===== config.mk =====
export PLATFORM = sky130hd
export DESIGN_NAME = mem_port_arbiter
export DESIGN_NICKNAME = d
export VERILOG_FILES = /design/src/rtl/mem_port_arbiter_pkg.sv /design/src/rtl/mem_byte_lane.sv /design/src/rtl/mem_port_arbiter.sv
export SDC_FILE = /design/constraint.sdc
export NUM_CORES = 1
export LEC_CHECK = 0
export ABC_AREA = 1
export CAP_MARGIN = 20
export CORE_MARGIN = 2
export CORE_UTILIZATION = 35
export CTS_BUF_LIST = sky130_fd_sc_hd__clkbuf_4
export DETAILED_ROUTE_END_ITERATION = 12
export GPL_ROUTABILITY_DRIVEN = 0
export GPL_TIMING_DRIVEN = 0
export PLACE_DENSITY_LB_ADDON = 0.08
export SLEW_MARGIN = 20
export SYNTH_ARGS = -nofsm -noshare
export SYNTH_HDL_FRONTEND = slang
export SYNTH_SLANG_ARGS = --single-unit

===== constraint.sdc =====
create_clock -name clk -period 1.6 [get_ports clk]
set_input_delay 0.32 -clock clk [delete_from_list [all_inputs] [get_ports clk]]
set_output_delay 0.32 -clock clk [all_outputs]
set_load 0.03 [all_outputs]

===== src/rtl/mem_port_arbiter_pkg.sv =====
// Shared types and constants for the unified-memory port arbiter.
package mem_port_arbiter_pkg;

  localparam int unsigned LANES = 4;
  localparam int unsigned BE_W  = LANES;
  localparam logic [BE_W-1:0] BE_WORD = 4'b1111;

  typedef enum logic [1:0] {
    IDLE = 2'd0,
    BUSY = 2'd1,
    RESP = 2'd2
  } state_e;

  typedef enum logic {
    FETCH = 1'b0,
    DATA  = 1'b1
  } grant_e;

  // One-hot byte enable for a single byte lane.
  function automatic logic [BE_W-1:0] lane_onehot(input logic [1:0] lane);
    return BE_W'(1'b1) << lane;
  endfunction

endpackage


===== src/rtl/mem_byte_lane.sv =====
// Byte-lane steering: byte enables, store-byte replication and load-byte extraction.
module mem_byte_lane
  import mem_port_arbiter_pkg::*;
#(
  parameter int unsigned DATA_W = 32
) (
  input  logic              byte_op_i,
  input  logic [1:0]        lane_i,
  input  logic [DATA_W-1:0] wdata_i,
  input  logic [DATA_W-1:0] rdata_i,
  output logic [BE_W-1:0]   be_c_o,
  output logic [DATA_W-1:0] wdata_c_o,
  output logic [DATA_W-1:0] rdata_c_o
);

  // Word ops pass straight through; byte ops select/replicate a single lane.
  always_comb begin
    be_c_o    = BE_WORD;
    wdata_c_o = wdata_i;
    rdata_c_o = rdata_i;
    if (byte_op_i) begin
      be_c_o    = lane_onehot(lane_i);
      wdata_c_o = DATA_W'({LANES{wdata_i[7:0]}});
      rdata_c_o = DATA_W'(rdata_i[{lane_i, 3'b000} +: 8]);
    end
  end

endmodule


===== src/rtl/mem_port_arbiter.sv =====
// Arbiter sharing the single-ported unified memory between instruction fetch
// and the data path. One transaction at a time: IDLE -> BUSY -> RESP.
// Optional watchdog: define MEM_PORT_ARBITER_TIMEOUT_EN to add the TIMEOUT
// parameter and the err output; otherwise BUSY waits for mem_ack indefinitely.
module mem_port_arbiter
  import mem_port_arbiter_pkg::*;
#(
  parameter int unsigned ADDR_W  = 32,
  parameter int unsigned DATA_W  = 32
`ifdef MEM_PORT_ARBITER_TIMEOUT_EN
  ,
  parameter int unsigned TIMEOUT = 64
`endif
) (
  input  logic              clk,
  input  logic              rst,
  input  logic              if_req,
  input  logic [ADDR_W-1:0] if_addr,
  output logic [DATA_W-1:0] if_rdata,
  output logic              if_done,
  input  logic              d_req,
  input  logic              d_we,
  input  logic              d_byte,
  input  logic [ADDR_W-1:0] d_addr,
  input  logic [DATA_W-1:0] d_wdata,
  output logic [DATA_W-1:0] d_rdata,
  output logic              d_done,
  output logic              mem_req,
  output logic              mem_we,
  output logic [BE_W-1:0]   mem_be,
  output logic [ADDR_W-1:0] mem_addr,
  output logic [DATA_W-1:0] mem_wdata,
  input  logic [DATA_W-1:0] mem_rdata,
  input  logic              mem_ack,
`ifdef MEM_PORT_ARBITER_TIMEOUT_EN
  output logic              err,
`endif
  output logic              hold,
  output logic              unhold
);

  state_e              state_q, state_d;
  grant_e              grant_q, grant_d;
  grant_e              last_q, last_d;
  logic                we_q, we_d;
  logic                byte_q, byte_d;
  logic [ADDR_W-1:0]   addr_q, addr_d;
  logic [DATA_W-1:0]   wdata_q, wdata_d;
  logic [DATA_W-1:0]   if_rdata_q, if_rdata_d;
  logic [DATA_W-1:0]   d_rdata_q, d_rdata_d;

  logic [BE_W-1:0]     lane_be;
  logic [DATA_W-1:0]   lane_wdata;
  logic [DATA_W-1:0]   lane_rdata;

`ifdef MEM_PORT_ARBITER_TIMEOUT_EN
  localparam int unsigned CNT_W = (TIMEOUT > 1) ? $clog2(TIMEOUT) : 1;
  logic [CNT_W-1:0]    cnt_q, cnt_d;
  logic                tout_q, tout_d;
`endif

  mem_byte_lane #(
    .DATA_W (DATA_W)
  ) u_byte_lane (
    .byte_op_i (byte_q),
    .lane_i    (addr_q[1:0]),
    .wdata_i   (wdata_q),
    .rdata_i   (mem_rdata),
    .be_c_o    (lane_be),
    .wdata_c_o (lane_wdata),
    .rdata_c_o (lane_rdata)
  );

  // Next-state: arbitration in IDLE, wait for ack (or watchdog) in BUSY, one-cycle RESP.
  always_comb begin
    state_d    = state_q;
    grant_d    = grant_q;
    last_d     = last_q;
    we_d       = we_q;
    byte_d     = byte_q;
    addr_d     = addr_q;
    wdata_d    = wdata_q;
    if_rdata_d = if_rdata_q;
    d_rdata_d  = d_rdata_q;
`ifdef MEM_PORT_ARBITER_TIMEOUT_EN
    cnt_d      = cnt_q;
    tout_d     = tout_q;
`endif
    case (state_q)
      IDLE: begin
        if (d_req && (!if_req || (last_q != DATA))) begin
          grant_d = DATA;
          we_d    = d_we;
          byte_d  = d_byte;
          addr_d  = d_addr;
          wdata_d = d_we ? d_wdata : '0;
          state_d = BUSY;
        end else if (if_req) begin
          grant_d = FETCH;
          we_d    = 1'b0;
          byte_d  = 1'b0;
          addr_d  = if_addr;
          wdata_d = '0;
          state_d = BUSY;
        end
`ifdef MEM_PORT_ARBITER_TIMEOUT_EN
        cnt_d  = '0;
        tout_d = 1'b0;
`endif
      end
      BUSY: begin
        if (mem_ack) begin
          state_d = RESP;
          if (grant_q == FETCH) begin
            if_rdata_d = mem_rdata;
          end else if (!we_q) begin
            d_rdata_d = lane_rdata;
          end
        end
`ifdef MEM_PORT_ARBITER_TIMEOUT_EN
        else if (cnt_q == CNT_W'(TIMEOUT - 1)) begin
          state_d = RESP;
          tout_d  = 1'b1;
          if (grant_q == FETCH) begin
            if_rdata_d = '0;
          end else begin
            d_rdata_d = '0;
          end
        end else begin
          cnt_d = cnt_q + CNT_W'(1);
        end
`endif
      end
      RESP: begin
        last_d  = grant_q;
        state_d = IDLE;
      end
      default: state_d = IDLE;
    endcase
  end

  // State and latched-transaction registers.
  always_ff @(posedge clk) begin
    if (rst) begin
      state_q    <= IDLE;
      grant_q    <= FETCH;
      last_q     <= FETCH;
      we_q       <= 1'b0;
      byte_q     <= 1'b0;
      addr_q     <= '0;
      wdata_q    <= '0;
      if_rdata_q <= '0;
      d_rdata_q  <= '0;
`ifdef MEM_PORT_ARBITER_TIMEOUT_EN
      cnt_q      <= '0;
      tout_q     <= 1'b0;
`endif
    end else begin
      state_q    <= state_d;
      grant_q    <= grant_d;
      last_q     <= last_d;
      we_q       <= we_d;
      byte_q     <= byte_d;
      addr_q     <= addr_d;
      wdata_q    <= wdata_d;
      if_rdata_q <= if_rdata_d;
      d_rdata_q  <= d_rdata_d;
`ifdef MEM_PORT_ARBITER_TIMEOUT_EN
      cnt_q      <= cnt_d;
      tout_q     <= tout_d;
`endif
    end
  end

  // Memory side is driven only in BUSY, from the latched copy.
  assign mem_req   = (state_q == BUSY);
  assign mem_we    = mem_req & we_q;
  assign mem_be    = mem_req ? lane_be : '0;
  assign mem_addr  = mem_req ? {addr_q[ADDR_W-1:2], 2'b00} : '0;
  assign mem_wdata = mem_req ? lane_wdata : '0;

  assign if_rdata  = if_rdata_q;
  assign d_rdata   = d_rdata_q;
  assign if_done   = (state_q == RESP) && (grant_q == FETCH);
  assign d_done    = (state_q == RESP) && (grant_q == DATA);
  assign unhold    = d_done;
`ifdef MEM_PORT_ARBITER_TIMEOUT_EN
  assign err       = (state_q == RESP) && tout_q;
`endif

  // Stall the pipeline as soon as the data path asks, and while anything is in flight.
  assign hold      = d_req | (state_q != IDLE);

endmodule


==> qor.yml <==
logic_synthesis:
  synth_area_leader_cell: "dfxtp_1"
  synth-edff-count: 0
  seq_area_frac_synth: 0.408
  synth-seq-cells: 134
  synth-async-reset-ratio: 0
  synthesis.instances: 1087
  synth_mux_area_frac: 0
  ys_types: 23
  synthSimpleGateAreaFrac: 0.377
  synth_area_leaders: "dfxtp_1 41%, nor2_1 17%, nand2_1 17%, a21oi_1 5.4%, inv_1 5.3%"
  synth.avg_cell_area_um2: 6.05
  synth_top_family_by_area: "simple AND/OR/NAND/NOR gates"
  synth_flop_cell: "dfxtp_1"
  yosys.area.top_type_share: 0.408
  synth_compound_area_frac: 0.105
  synth-xor-area-share: 0
  synth_top_cells_by_count: "306 x nor2_1, 297 x nand2_1, 134 x dfxtp_1"
  synth_most_common_cell: "nor2_1"
  synth_adder_area_share: 0
  yosysWarnings: 0
  syn-cell-area_um2: 6580
placement:
  dp_cells: 1591
  port-buffer-count: 269
  dpl_cell_area_um2: 9770
  place_hpwl_um: 17800
  preCtsSetupSlack_ns: -0.821
final_layout:
  final_cell_area_um2: 11000
  nNetsFinal: 1540
  drive_gt1_frac: 0.248
  fin_util: 0.590
  area.growth.synth_to_final_pct: 66.6
  final.fill_count: 1862
  fin_cells: 1652
sta:
  clock_skew_ns: 0.0206
  rsz0062_at_grt: "true"
  hold_ws_ns: 0.210
  timing.final.hold_violations: 0
  layout_min_cycle_time_ns: 2.02
  setup_slack_ns: -0.417
  fmax_mhz: 496
  period_share: 1.26
  report.final.slew_viol_count: 0
  tightest_slew_ns: 0.581
  timing.slew.headroom: 0.612
  setup_viol: 72
run_status:
  status: "finished with violations"
  violations: "negative setup slack"
global_routing:
  grt_first_pass_wirelength_um: 37000
  grtUsageMet1: 0.300
  grt_max_degree: 17
  track_usage: 0.237
  grt_pass1_vias: 7049
  use_met3: 0.0588
  top_usage_layer: "met2"
  grtUsageMet2: 0.404
  grt.overflow.total: 0
  antenna_found_initial: 1
routing:
  wl_um: 24300
  viasPerCell: 4.62
  ant_nets: 0
  num_vias: 7638
  wl_per_cell_um: 14.7
  drc: 0
  drtPass1Iterations: 5
  first_iter_violations: 358
setup_path:
  arrival_ns: 1.70
  cp-end-kind: "output port"
  worstPathRequired_ns: 1.28
  setup.worst_path.start: "state_q[0]"
  critPathLaunchType: "flip-flop"
  critPathKind: "reg2out"
  worstPathMaxFanout: 6
  worstReg2RegStart: "state_q[1]"
die:
  die_w_um: 141
  die_area_um2: 19900
  initial_core_util: 0.354
  core-area_um2: 18600
  dieHeight_um: 141
  boundaryPins: 273
  rows: 50
cts:
  tritoncts: "built"
  cts_buffers: 17
  htreeDepth: 4
  root_buffer: "clkbuf_4"
  clock-sinks: 134
  hold_buffers: 0
  worstSkewPairLatency_ns: 0.53
  cts.path.max_buffers: 2
  clk_pin_slew_ns: 0.13
power_and_ir_drop:
  p_leak_nw: 4.73
  seqPwrFrac: 0.430
  ir_drop_v: 0.000401
  p_sw_frac: 0.333
  p_switching_mw: 2.83
  p_per_area_nw_per_um2: 776
  power_frac_comb: 0.290
  clkPwrFrac: 0.280
  internal-power_mw: 5.67
flow_run:
  maxCapViolations: 0
worst_hold_path:
  hold_class: "in2reg"
  min_from: "d_we"
==> critical path, cell delays in order (launching register included) <==
cell	delay [ns]
dfxtp_2	0.36
inv_2	0.05
nor2_4	0.12
inv_4	0.07
buf_12	0.15
buf_12	0.15
a21oi_4	0.12
buf_6	0.14
==> power by group through the flow <==
stage,sequential [mW],clock [mW],combinational [mW]
3_5_place_dp,3.72,0,2.21
6_report,3.66,2.38,2.46
5_1_grt,3.69,2.59,2.68
4_1_cts,3.65,2.44,2.36
3_3_place_gp,3.72,0,2.20
2_1_floorplan,3.86,0,1.12
==> per-stage QoR <==
| stage | TNS (ns) | total power [mW] |
|---|---|---|
| floorplan | -4.66 | 4.97 |
| global placement | -84.22 | 5.92 |
| detailed placement | -85.85 | 5.93 |
| CTS | -26.54 | 8.45 |
| global route | -35.56 | 8.95 |
| finish | -24.82 | 8.50 |
==> kinds of logic after synthesis <==
kind of cell / count (synthesis)
simple gates: 642
flops: 134
buf+inv: 173
other cells: 1
compound gates: 137
==> placed cells by master (no fill, tap or decap), types with 2 or more instances in the layout <==
cell type        instances
clkinv_4                 3
nand2_4                  8
nand3_1                 34
o21ai_0                 58
a21oi_1                 47
a21oi_4                 16
buf_1                    3
o21ai_2                  2
clkbuf_1                18
inv_1                   91
buf_4                   49
dfxtp_2                  4
bufinv_16                3
clkbuf_2                 9
nand2_2                  9
buf_2                   36
clkbuf_16                6
nor2_4                  28
inv_4                    3
buf_6                   57
clkinvlp_4               3
nand3_4                  2
conb_1                   2
dfxtp_1                130
clkinv_2                 4
a21oi_2                  8
nor2_1                 262
clkdlybuf4s15_2         41
o21ai_1                  5
buf_12                   4
inv_2                    2
clkdlybuf4s18_2          2
buf_8                    9
clkbuf_4                22
nand2_1                280
clkdlybuf4s50_1        133
nor2_2                  18
==> area by class of cell <==
| cell class | instances | area, um2 | share of cell area |
|---|---|---|---|
| antenna | 1 | 2.50 | 0.000228 |
| tap | 234 | 293 | 0.0267 |
| clock buffer | 18 | 135 | 0.0123 |
| clock inverter | 13 | 158 | 0.0144 |
| sequential | 134 | 2690 | 0.245 |
| inverter | 99 | 398 | 0.0363 |
| buffer | 74 | 577 | 0.0526 |
| multi-input combinational | 781 | 3730 | 0.341 |
| timing repair buffer | 298 | 2970 | 0.271 |
==> layer usage <==
| metal | share of wire | vias to the layer above |
|---|---|---|
| met2 | 0.49 | 233 |
| li1 | - | 3925 |
| met4 | 0.012 | 0 |
| met3 | 0.061 | 22 |
| met5 | 0 | - |
| met1 | 0.44 | 3458 |
==> sequential cells by signal (all words and copies together) (netlist names) <==
signal and cells:
d_rdata 32, addr_q 32, we_q 1, last_q 1, wdata_q 32, if_rdata 32
grant_q 1, byte_q 1, state_q 2
==> repair_timing <==
action,4_1_cts,5_1_grt
setup buffers,12,11
setup endpoints to repair,146,212
resized for setup,745,158
cloned,2,6
pin swaps,4,17
==> worst paths after layout <==
path / slack, ns / endpoint / cells past startpoint
min: 0.21 / wdata_q[25] / 5
min reg2reg: 0.47 / wdata_q[15] / 2
max: -0.42 / mem_wdata[13] / 7
max reg2reg: 0.04 / addr_q[13] / 8
(Power assumes the default switching activity.)
